[config.mk]
export PLATFORM = sky130hd
export DESIGN_NAME = reconfig_write
export DESIGN_NICKNAME = d
export VERILOG_FILES = /design/src/rtl/reconfig_write.sv
export SDC_FILE = /design/constraint.sdc
export NUM_CORES = 2
export LEC_CHECK = 0
export CAP_MARGIN = 10
export CELL_PAD_IN_SITES_DETAIL_PLACEMENT = 1
export CELL_PAD_IN_SITES_GLOBAL_PLACEMENT = 1
export CORE_MARGIN = 4
export CORE_UTILIZATION = 55
export CTS_BUF_LIST = sky130_fd_sc_hd__clkbuf_8
export DETAILED_ROUTE_END_ITERATION = 7
export PLACE_DENSITY_LB_ADDON = 0.2
export SYNTH_ARGS = -nofsm -noshare
export SYNTH_HDL_FRONTEND = slang
export SYNTH_SLANG_ARGS = --single-unit
[constraint.sdc]
create_clock -name clk -period 3.7 [get_ports clk]
set_input_delay 0.555 -clock clk [delete_from_list [all_inputs] [get_ports clk]]
set_output_delay 0.555 -clock clk [all_outputs]
set_load 0.01 [all_outputs]
[src/rtl/reconfig_write.sv]
// Write-direction companion to the BPI reconfiguration read path: buffers one
// 256-byte record as 128 bit-reversed words and streams it to the BPI controller.
module reconfig_write #(
  parameter int unsigned FILL_TIMEOUT = 1023
) (
  input  logic        clk,
  input  logic        rst,
  input  logic [7:0]  con_din,
  input  logic        con_din_en,
  input  logic        bpi_idle,
  input  logic        bpi_wr_rdy,
  output logic        bpi_wr_start,
  output logic [15:0] bpi_wr_data,
  output logic        bpi_wr_en,
  output logic        bpi_wr_end,
  output logic        busy,
  output logic [7:0]  write_status,
  output logic [15:0] write_count
);

  typedef enum logic [1:0] {IDLE, FILL, WAIT_BPI, SEND} state_t;

  localparam logic [9:0] GAP_LIMIT = 10'(FILL_TIMEOUT - 1);
  localparam logic [7:0] ST_OK     = 8'hAA;
  localparam logic [7:0] ST_BAD    = 8'h55;

  state_t      state;
  logic [8:0]  byte_idx;
  logic [6:0]  word_idx;
  logic [9:0]  gap_cnt;
  logic [7:0]  even_q;

  logic [15:0] mem [128];
  logic        mem_we;
  logic [6:0]  mem_waddr;
  logic [15:0] mem_wdata;

  function automatic logic [7:0] bitrev(input logic [7:0] b);
    return {<<{b}};
  endfunction

  // Odd bytes complete a word together with the held even byte.
  always_comb begin
    mem_we    = con_din_en && (state == FILL) && byte_idx[0];
    mem_waddr = byte_idx[7:1];
    mem_wdata = {bitrev(even_q), bitrev(con_din)};
  end

  always_ff @(posedge clk) begin
    if (mem_we) mem[mem_waddr] <= mem_wdata;
  end

  always_ff @(posedge clk or negedge rst) begin
    if (!rst) begin
      state        <= IDLE;
      byte_idx     <= '0;
      word_idx     <= '0;
      gap_cnt      <= '0;
      even_q       <= '0;
      bpi_wr_start <= 1'b0;
      bpi_wr_data  <= '0;
      bpi_wr_en    <= 1'b0;
      bpi_wr_end   <= 1'b0;
      busy         <= 1'b0;
      write_status <= '0;
      write_count  <= '0;
    end else begin
      bpi_wr_start <= 1'b0;
      bpi_wr_end   <= 1'b0;
      case (state)
        IDLE: begin
          if (con_din_en) begin
            even_q   <= con_din;
            byte_idx <= 9'd1;
            gap_cnt  <= '0;
            state    <= FILL;
          end
        end
        FILL: begin
          if (con_din_en) begin
            gap_cnt  <= '0;
            byte_idx <= byte_idx + 9'd1;
            if (!byte_idx[0]) even_q <= con_din;
            if (byte_idx == 9'd255) begin
              state <= WAIT_BPI;
              busy  <= 1'b1;
            end
          end else if (gap_cnt == GAP_LIMIT) begin
            state        <= IDLE;
            byte_idx     <= '0;
            gap_cnt      <= '0;
            write_status <= ST_BAD;
          end else begin
            gap_cnt <= gap_cnt + 10'd1;
          end
        end
        WAIT_BPI: begin
          if (con_din_en) write_status <= ST_BAD;
          if (bpi_idle) begin
            bpi_wr_start <= 1'b1;
            word_idx     <= '0;
            state        <= SEND;
          end
        end
        SEND: begin
          if (con_din_en) write_status <= ST_BAD;
          // en low is the RAM read slot; completion status overrides a same-cycle drop
          if (!bpi_wr_en) begin
            bpi_wr_data <= mem[word_idx];
            bpi_wr_en   <= 1'b1;
          end else if (bpi_wr_rdy) begin
            bpi_wr_en <= 1'b0;
            word_idx  <= word_idx + 7'd1;
            if (word_idx == 7'd127) begin
              bpi_wr_end   <= 1'b1;
              write_count  <= write_count + 16'd1;
              write_status <= ST_OK;
              busy         <= 1'b0;
              byte_idx     <= '0;
              state        <= IDLE;
            end
          end
        end
        default: state <= IDLE;
      endcase
    end
  end

endmodule

### Yosys cells after proc, flatten, opt, wreduce, memory -nomap -nowiden

Memory sizes are Yosys's and may differ from the RTL's. A register that Yosys moved wholly into a read port is not among the register bits.
Cells that the tools add are included.

* bitwise operators: 1
* muxes and demuxes: 51
* eq/ne operators: 18
* reduce and logical (&&, ||, !) cells: 18
* $add $sub $neg: 4

Operators with widths (number)
* $mux 8: 9
* $mux 9: 6
* $mux 10: 3
* $pmux 9 s3: 1
* $pmux 8 s3: 1
* $mux 7: 3
* $pmux 10 s2: 1
* $add 16x1->16 const B: 1
* $mux 2: 8
* $ne 2x2->1 const B: 8
* $pmux 8 s2: 1
* $mux 1: 15
* $pmux 7 s2: 1
* $reduce_and 4->1: 3
* $reduce_and 6->1: 2
* $add 10x1->10 const B: 1
* $eq 10x10->1 const B: 1
* $add 9x1->9 const B: 1
* $eq 9x8->1 const B: 1
* $pmux 2 s4: 1
* $add 7x1->7 const B: 1
* $eq 7x7->1 const B: 1
* $reduce_and 7->1: 1
* $ne 3x2->1 const B: 2
* 12 further kinds: 19

* output and inout port bits: 44
* memories kept: 1
* bits in writable memories: 2048
* register bits after elaboration: 64
* word-level logic and storage cells: 104
* input port bits: 13

Memories
* mem: words 128, bits a word 16, read ports 1, clocked after memory_dff 1, write ports 1, RTL line 33 `logic [15:0] mem [128];`

### Depth between registers and ports, before layout

* word-level depth: 5
* mapped depth: 12

### Least setup slack after synthesis

OpenSTA, ideal clock, no wires.

* kind: input to register
* from: input port con_din_en
* to: memory mem[78][0] (enable)
* setup time: 0.389 ns
* setup slack: 0.897 ns
* cell stages on the path: 6
* buffers on the path: 1
* data arrival time: 2.414 ns
* cell sequence: nor2b_1 nand2_1 nor3b_1 nand3_1 clkbuf_1 nor2_1

* longest elaborated chain between the ends: 4

RTL lines
* start, declared: RTL line 9 `input logic con_din_en,`
* $logic_and 1x1->1 (2 in series): RTL line 44 `mem_we = con_din_en && (state == FILL) && byte_idx[0];`
* $mux 1: RTL line 50 `if (mem_we) mem[mem_waddr] <= mem_wdata;`
* $mux 1 (implied by the code): RTL line 50
* end, declared: RTL line 33

Every way passes these cells.

==> flow_summary.ini <==
[outcome]
outcome = complete, no violations

[routing]
first_pass_iters = 5
dr_total_vias = 43200
drtAntennaViolNets = 0
wl_per_cell_um = 34.3
wl_um = 229000
vias_per_cell = 6.46
first_iter_violations = 5429
drcViolationCount = 0

[timing]
drv_slew = 0
hold_viol_final = 0
tns_ps = 0
setup_viol = 0
fmax_mhz = 295
relSlewSlack_pct = 25.7
period_minus_slack_ps = 3390
tightest_slew_ps = 1110
period_share_pct = 91.7
final.setup_skew_ps = 74.0
rsz0062_at_grt = false

[layout]
fin_nets = 4529
fillers = 12400
final_layout_size_suffix_gt1_share_pct = 24.6
area_delta_synth_final_pct = 13.4
finalNonFillerCells = 6686

[setup_path]
critical_path.max_fanout = 50
worstPathRequired_ps = 4610
r2r-end = bpi_wr_data[15]$_DFFE_PN0P_
rr_worst_depth = 7
r2r-start = word_idx[1]$_DFFE_PN0P_
start_kind = flop
setup.worst_path.class = reg -> reg
end_kind = flop
cp_data_arrival_time_ps = 4300
r2r_slack_ps = 310

[power_and_ir_drop]
power_per_cell_area_nw_per_um2 = 668
leakagePower_nw = 29.7
peakVddDrop_mv = 0.504
finalPower_mw = 62.1

[placement]
placed_cells = 6085
portBuffers = 56
gp_congestion = 0.921
hpwl_um = 143000

[yosys]
synth_area_um2 = 81900
synthArstFlopShare_pct = 3.76
synth_cell_type_count = 53
ys.warnings.count = 0
seq_area_frac_synth_pct = 77.5
syn_nets = 4012
synth_area_leaders = edfxtp_1 75%, mux4_2 11%, mux2i_1 3.9%
synth_edf_count = 2048
avgSynthCellArea_um2 = 20.5
synth-seq-cells = 2128
yosys_most_used_dff = edfxtp_1
synthCells = 3993
synth_top_area_share_pct = 75.1
synth_top_area_cell = edfxtp_1

[floorplanning]
die_w_um = 394
die_area_um2 = 155000
initial_core_util_pct = 55.4
num_rows = 141
io_pins = 57
die_h_um = 394
core_area_um2 = 148000

[clock_network]
numCtsBuffers = 351
clock-sinks = 2128
clockBufferDepth = 4
cts_resized = 0
root_buffer = clkbuf_8
tritoncts = built
insertion_delay_ps = 1050
cts.htree.levels = 5
path_clk_slew_ps = 60
cts_setup_buffers = 0
holdBufCountCts = 2

[min_path]
hold_class = in -> reg
hold_path_depth = 1
worstHoldStart = con_din[1]
holdPathEnd = mem[55][6]$_DFFE_PP_

[grt]
grt_pass1_wl_um = 330000
antenna_found_initial = 10
first_global_vias = 45600
grt_usage_pct = 29.8
grt_max_degree = 102
grt.overflow.total = 0

[job]
cap_viol_max_count = 0
## Yosys cell counts, types with 16 or more instances
cell type,number
nor3_1,36
nor2_1,235
o22ai_1,109
mux2i_1,319
a21oi_1,66
mux4_2,389
buf_2,63
a22oi_1,118
o21ai_0,20
nand2_1,54
a211oi_1,46
a31oi_1,20
buf_4,19
edfxtp_1,2048
nand3_1,25
o221ai_1,16
clkbuf_1,131
dfrtp_1,80
## registers in the layout, indices dropped and copies added (netlist names), 7 cells and up, named ones only
signal,flops
bpi_wr_data,16
write_status,8
mem,2048
write_count,16
word_idx,7
even_q,8
byte_idx,9
gap_cnt,10
## critical path, stage by stage, from the launching register on
cell,delay (ps)
dfrtp_4,830
buf_12,340
buf_4,360
mux4_2,300
a22oi_1,110
a21boi_0,750
o221ai_1,260
a31oi_1,250
## layout make-up
class	instances	area, µm²	share of cell area, %
Clock inverter	238	998	1.07
Sequential cell	2128	63500	68.4
Tap cell	1930	2410	2.60
Timing Repair Buffer	395	3630	3.90
Antenna cell	2	5.00	0.00539
Multi-Input combinational cell	1623	17300	18.7
Inverter	11	41.3	0.0444
Clock buffer	359	4940	5.32
## per-stage QoR
step | cell area [µm²] | setup WS, ps | util [%] | hold slack (ps)
2_1_floorplan | 81900 | 897 | - | 259
3_3_place_gp | 86900 | -27.8 | 58.8 | 461
3_5_place_dp | 86900 | -91.9 | 58.8 | 466
4_1_cts | 92900 | 371 | 62.8 | 7.04
5_1_grt | 92900 | 205 | 62.8 | 42.3
6_report | 92900 | 305 | 62.8 | 77.6
## cells in the final DEF (no fill, tap or decap), types with 20 or more instances in the layout
cell type        synthesis  routed
clkinv_2                 0      30
mux2i_1                319     319
o22ai_1                109     109
mux4_2                 389     389
a31oi_1                 20      20
buf_12                   0      43
a211oi_1                46      46
nor2_1                 235     233
o21ai_0                 20      20
clkbuf_8                 0     359
clkinv_1                 0      77
buf_4                   19     303
clkdlybuf4s50_1          0      47
edfxtp_1              2048    2048
a21oi_1                 66      66
inv_1                   11     131
nand2_1                 54      54
dfrtp_1                 80      67
nand3_1                 25      25
a22oi_1                118     118
nor3_1                  36      36
## worst max-delay path by stage
stage	from	end	slack [ps]	cells past startpoint
2_1_floorplan	con_din_en	mem[78][0]$_DFFE_PP_	900	6
3_3_place_gp	con_din_en	mem[10][8]$_DFFE_PP_	-30	8
3_5_place_dp	con_din_en	mem[10][8]$_DFFE_PP_	-90	8
4_1_cts	word_idx[1]$_DFFE_PN0P_	bpi_wr_data[15]$_DFFE_PN0P_	370	7
5_1_grt	word_idx[1]$_DFFE_PN0P_	bpi_wr_data[15]$_DFFE_PN0P_	200	8
6_report	word_idx[1]$_DFFE_PN0P_	bpi_wr_data[15]$_DFFE_PN0P_	310	7
## report_power, final
part	switching [mW]	internal, mW
Sequential	1.35	28.4
Combinational	8.54	5.66
Clock	9.05	9.01
## routing by layer
layer,vias to the layer above,global-route usage [%],routed length (µm)
met5,-,0,44
met4,6,12.8,10700
met3,479,8.05,23200
met2,2337,46.4,109000
met1,22800,40.3,86100
li1,17600,-,-
## kinds of logic (layout without fill, tap and decap cells)
kind of cell / count (synthesis) / in the layout / synth area share (%)
buffers and inverters: 242 / 1003 / 1.37
flip-flops: 2128 / 2128 / 77.5
XOR/XNOR: 26 / 26 / 0.278
multiplexers: 718 / 718 / 14.7
adder cells (fa/ha/maj): 6 / 6 / 0.0916
AND/OR/NAND/NOR: 425 / 425 / 2.30
other: 0 / 2 / 0
AO/OA/AOI/OAI: 448 / 448 / 3.71
Power figures use the tool's default switching activity.
